<file path="src/rtl/cnt_hex_scan_seg.sv">
// Multi-digit hex up/down counter driving a time-multiplexed, active-low 7-segment display.
// Two free-running dividers produce the count tick and the per-digit scan tick.
module cnt_hex_scan_seg #(
  parameter int CLK_FREQ  = 50_000_000,
  parameter int CNT_FREQ  = 1,
  parameter int SCAN_FREQ = 1000,
  parameter int DIGITS    = 6,
  parameter int BLANK_LZ  = 0
) (
  input  logic                  sys_clk,
  input  logic                  sys_rst,
  input  logic                  en,
  input  logic                  up_dn,
  input  logic                  clr,
  output logic [DIGITS-1:0]     sel,
  output logic [7:0]            seg,
  output logic [4*DIGITS-1:0]   cnt_val,
  output logic                  carry
);

  localparam int DIV_CNT  = CLK_FREQ / CNT_FREQ;
  localparam int DIV_SCAN = CLK_FREQ / SCAN_FREQ;
  localparam int CDW      = $clog2(DIV_CNT);
  localparam int SDW      = $clog2(DIV_SCAN);
  localparam int IW       = (DIGITS > 1) ? $clog2(DIGITS) : 1;
  localparam int CW       = 4 * DIGITS;

  logic [CDW-1:0]          cnt_div;
  logic [SDW-1:0]          scan_div;
  logic [IW-1:0]           idx;
  logic                    cnt_tick, scan_tick;
  logic [DIGITS-1:0][3:0]  digs;
  logic [DIGITS-1:0]       sel_nxt;
  logic                    upper_zero, blank;

  assign cnt_tick  = (cnt_div  == CDW'(DIV_CNT - 1));
  assign scan_tick = (scan_div == SDW'(DIV_SCAN - 1));
  assign digs      = cnt_val;

  function automatic logic [7:0] hex7(input logic [3:0] d);
    case (d)
      4'h0: hex7 = 8'hC0;  4'h1: hex7 = 8'hF9;  4'h2: hex7 = 8'hA4;  4'h3: hex7 = 8'hB0;
      4'h4: hex7 = 8'h99;  4'h5: hex7 = 8'h92;  4'h6: hex7 = 8'h82;  4'h7: hex7 = 8'hF8;
      4'h8: hex7 = 8'h80;  4'h9: hex7 = 8'h90;  4'hA: hex7 = 8'h88;  4'hB: hex7 = 8'h83;
      4'hC: hex7 = 8'hC6;  4'hD: hex7 = 8'hA1;  4'hE: hex7 = 8'h86;  default: hex7 = 8'h8E;
    endcase
  endfunction

  // Clearing also realigns the count divider so the next tick is a full period away.
  always_ff @(posedge sys_clk or posedge sys_rst) begin
    if (sys_rst)               cnt_div <= '0;
    else if (clr || cnt_tick)  cnt_div <= '0;
    else                       cnt_div <= cnt_div + CDW'(1);
  end

  always_ff @(posedge sys_clk or posedge sys_rst) begin
    if (sys_rst) begin
      scan_div <= '0;
      idx      <= '0;
    end else begin
      scan_div <= scan_tick ? '0 : scan_div + SDW'(1);
      if (scan_tick)
        idx <= (idx == IW'(DIGITS - 1)) ? '0 : idx + IW'(1);
    end
  end

  always_ff @(posedge sys_clk or posedge sys_rst) begin
    if (sys_rst) begin
      cnt_val <= '0;
      carry   <= 1'b0;
    end else if (clr) begin
      cnt_val <= '0;
      carry   <= 1'b0;
    end else if (cnt_tick && en) begin
      if (up_dn) begin
        cnt_val <= cnt_val + CW'(1);
        carry   <= &cnt_val;
      end else begin
        cnt_val <= cnt_val - CW'(1);
        carry   <= ~|cnt_val;
      end
    end else begin
      carry <= 1'b0;
    end
  end

  // A digit is a leading zero when it and every more-significant digit are zero.
  always_comb begin
    upper_zero = 1'b1;
    for (int k = 0; k < DIGITS; k++)
      if (k >= int'(idx) && digs[k] != 4'h0) upper_zero = 1'b0;
  end

  assign blank = (BLANK_LZ != 0) && (idx != '0) && upper_zero;

  always_comb begin
    sel_nxt      = '1;
    sel_nxt[idx] = 1'b0;
  end

  always_ff @(posedge sys_clk or posedge sys_rst) begin
    if (sys_rst) begin
      sel <= '1;
      seg <= 8'hFF;
    end else begin
      sel <= sel_nxt;
      seg <= blank ? 8'hFF : hex7(digs[idx]);
    end
  end

endmodule

</file>
<file path="config.mk">
export PLATFORM = sky130hd
export DESIGN_NAME = cnt_hex_scan_seg
export DESIGN_NICKNAME = d
export VERILOG_FILES = /design/src/rtl/cnt_hex_scan_seg.sv
export SDC_FILE = /design/constraint.sdc
export NUM_CORES = 1
export LEC_CHECK = 0
export BUFFER_PORTS_ARGS = -buffer_cell sky130_fd_sc_hd__clkbuf_2
export CAP_MARGIN = 20
export CORE_ASPECT_RATIO = 1.75
export CORE_MARGIN = 2
export CORE_UTILIZATION = 45
export CTS_CLUSTER_DIAMETER = 120
export CTS_CLUSTER_SIZE = 30
export DETAILED_ROUTE_END_ITERATION = 10
export PLACE_DENSITY_LB_ADDON = 0.15
export SYNTH_ARGS = -nofsm -noshare
export SYNTH_HDL_FRONTEND = slang
export SYNTH_SLANG_ARGS = --single-unit
</file>
<file path="constraint.sdc">
create_clock -name sys_clk -period 2.78 [get_ports sys_clk]
set_input_delay 0 -clock sys_clk [delete_from_list [all_inputs] [get_ports sys_clk]]
set_output_delay 0 -clock sys_clk [all_outputs]
set_load 0.05 [all_outputs]
</file>
==> flow_metrics.py <==
metrics = {
    "detailed_routing": {
        "wirelength_um": 13100,
        "post_drt_wl_per_cell_um": 16.8,
        "vias_per_cell": 5.74,
        "drtIter0Drc": 215,
        "antenna_left": 0,
        "drc": 0,
        "dr.pass1.iters": 4,
        "num_vias": 4457,
    },
    "logic_synthesis": {
        "yosys_register_bits": 83,
        "syn_inst": 565,
        "yosysMostFrequentCell": "nor2_1",
        "synth-edff-count": 0,
        "synth_top_area_cell": "dfrtp_1",
        "yosysWarningCount": 0,
        "synth_cell_types": 66,
        "synthArstFlopShare_pct": 100,
        "yosysTopAreaCellShare_pct": 33.7,
        "synth.cell_area_um2": 5200,
        "synth_seq_area_share_pct": 40.3,
        "syn_avg_cell_area_um2": 9.20,
        "syn_nets": 601,
        "synth-main-ff-cell": "dfrtp_1",
        "yosys-top-cells-count": "nor2_1 (88), dfrtp_1 (70), nand2_1 (41)",
        "synth_area_leaders": "dfrtp_1 (34%), ha_1 (7.2%), dfstp_2 (6.6%)",
    },
    "layout": {
        "nNetsFinal": 673,
        "finalNonFillerCells": 777,
        "insertedDiodeCount": 0,
        "final_area_um2": 6140,
        "syn2layout_area_growth_pct": 18.0,
        "layout-drive-gt1-share_pct": 20.4,
        "fillers": 1063,
    },
    "power": {
        "power.density_nw_per_um2": 427,
        "p_sw_share_pct": 22.8,
        "combPwrFrac_pct": 5.4,
        "power_mw": 2.62,
        "p_leak_nw": 2.98,
        "pwr-share-clk_pct": 48.2,
        "netSwitchingPower_uw": 598,
        "vdd_drop_max_mv": 0.303,
        "p_seq_share_pct": 46.4,
        "intPower_mw": 2.03,
    },
    "critical_path": {
        "crit_fanout": 5,
        "cp_data_arrival_time_ps": 2770,
        "startpoint_type": "flip-flop",
        "worstPathRequired_ps": 3010,
        "criticalPathCategory": "flip-flop to flip-flop",
        "path_cells": "inv_1 > fa_1 > nor2b_1 > o2111ai_1 > a21o_1 > a21oi_2 > nand4_1 > and3_1 > a311o_1",
        "endpoint_kind": "flip-flop",
        "slowest_delay_ps": 440,
        "crit_path_top_delay_cell": "dfrtp_1",
    },
    "floorplanning": {
        "pin_count": 44,
        "die_h_um": 146,
        "die_x_um": 85.3,
        "num_rows": 52,
        "core_um2": 11500,
        "start_util_pct": 45.4,
        "dieArea_um2": 12500,
    },
    "sta": {
        "setup_viol": 0,
        "fin_crit_sh_pct": 91.5,
        "fin_tns_setup_ps": 0,
        "fin_crit_ps": 2540,
        "maxSlewHeadroom_pct": 58.9,
        "final_max_slew_viol_count": 0,
        "clock_skew_ps": 8.41,
        "worstMarginPinSlew_ps": 616,
        "rsz0062_at_grt": "no",
        "final_hold_viol_count": 0,
        "timing.fmax_mhz": 393,
    },
    "placed_design": {
        "portBuffers": 42,
        "gp_congestion": 0.959,
        "dpl.hpwl_um": 9790,
        "dpl_cell_area_um2": 5780,
        "placed_cells": 759,
    },
    "job": {
        "drv_cap": 0,
    },
    "cts": {
        "cts_root_buffer": "clkbuf_16",
        "clk_latency_ps": 340,
        "clkSlewWorstSetupHoldPaths_ps": 70,
        "h-tree-depth": 3,
        "clockBufferDepth": 2,
        "cts.sinks": 83,
        "cts_tree": "done",
        "cts_made_buffers": 9,
    },
    "grt": {
        "grt_pass1_wl_um": 22000,
        "antenna_found_initial": 0,
        "grt_max_degree": 35,
        "grt.total_usage_pct": 22.1,
        "gr-total-overflow": 0,
        "grt_pass1_vias": 4520,
    },
    "min_path": {
        "worstHoldPathType": "input port to flip-flop",
    },
    "outcome": {
        "outcome": "finished, final reports clean",
    },
}
[critical path: cells and delay by family (launching register included)]
| family | cells | cell delay [ps] |
|---|---|---|
| and+or+nand+nor | 3 | 650 |
| AOI/OAI and AO/OA | 4 | 900 |
| adders and majority gates | 1 | 370 |
| DFF | 1 | 440 |
| buffers and inverters | 1 | 80 |
[layout by cell type (no fill, tap or decap), types with 3 or more instances in the layout]
cell / n
nor2_1: 88
dfrtp_1: 69
clkbuf_2: 42
nand2_1: 41
a21oi_1: 37
buf_4: 37
xor2_1: 36
nand3_1: 30
ha_1: 30
xnor2_1: 16
inv_1: 15
a21o_1: 15
nor4_1: 14
nand4_1: 13
dfstp_2: 13
nor3_1: 11
and3_1: 11
o21ai_0: 9
mux2i_1: 9
clkbuf_16: 9
nor2b_1: 6
nand2b_1: 4
a31oi_1: 4
mux4_2: 4
a311o_1: 4
and2_1: 3
nor3b_1: 3
and4_1: 3
o211ai_1: 3
o31ai_1: 3
or3_1: 3
nor4b_1: 3
and4b_1: 3
clkbuf_8: 3
[stage by stage]
stage	hold WS, ps	setup slack, ps	util (%)
after floorplan	149	10.3	-
after global placement	74.2	108	50.4
after detailed placement	76.7	53.0	50.4
after CTS	172	95.4	53.4
after global routing	203	19.0	53.6
final	167	237	53.6
[routing by layer]
metal  vias up  track usage, %  routed length [µm]  part of all wire, %
met5         -               0                   0                    0
met4         0            9.68                 348                  2.7
met3        23            3.39                 323                  2.5
met2        77            40.5                7360                   56
met1      2182            24.7                5050                   39
li1       2175               -                   -                    -
[what timing repair did]
action / CTS / global route
hold buffers: 2 / 0
setup buffers: 0 / 0
setup endpoints to repair: 0 / 7
endpoints found under the hold margin: 28 / 0
gates resized for setup: 0 / 7
[cell families after synthesis]
family / count (synthesis) / share of synthesized area, %
AO/OA/AOI/OAI: 99 / 12.6
adder cells (fa/ha/maj): 31 / 7.60
multiplexers: 16 / 4.11
AND/OR/NAND/NOR: 247 / 23.8
flip-flops: 83 / 40.3
buffers and inverters: 36 / 2.77
other: 1 / 0.0721
XOR/XNOR: 52 / 8.76
[power groups by stage]
stage	clock network, mW	logic, mW	registers [mW]
final	1.27	0.142	1.22
after global routing	1.34	0.161	1.22
after CTS	1.29	0.142	1.22
after detailed placement	0	0.139	1.24
after global placement	0	0.137	1.24
after floorplan	0	0.0958	1.24
[cell type report]
class / instances / area (µm²) / area share, %
flip-flops and latches: 83 / 2090 / 34.1
well taps: 135 / 169 / 2.75
multi-input cells: 446 / 2990 / 48.7
inverters: 16 / 61.3 / 0.999
clock inverters: 3 / 46.3 / 0.754
clock buffers: 13 / 270 / 4.40
repair buffers: 81 / 508 / 8.28
[path summary, 6_finish.rpt]
kind                                         from                      end  slack, ps  depth (start not counted)
max                        cnt_val[1]$_DFFE_PP0P_  cnt_val[20]$_DFFE_PP0P_        240                          9
min                                           clr  cnt_val[15]$_DFFE_PP0P_        170                          3
max reg2reg                cnt_val[1]$_DFFE_PP0P_  cnt_val[20]$_DFFE_PP0P_        240                          9
min reg2reg                 scan_div[0]$_DFF_PP0_    scan_div[0]$_DFF_PP0_        490                          1
max in group asynchronous                 sys_rst         seg[6]$_DFF_PP1_       1690                          4
min in group asynchronous                 sys_rst    cnt_div[17]$_DFF_PP0_        250                          3
[state kept, by name (all words and copies together), names as in the netlist]
| signal | cells |
|---|---|
| cnt_div | 26 |
| scan_div | 16 |
| sel | 6 |
| cnt_val | 24 |
| carry | 1 |
| idx | 3 |
| seg | 7 |
Note: power is estimated with default switching activity, not from simulation.
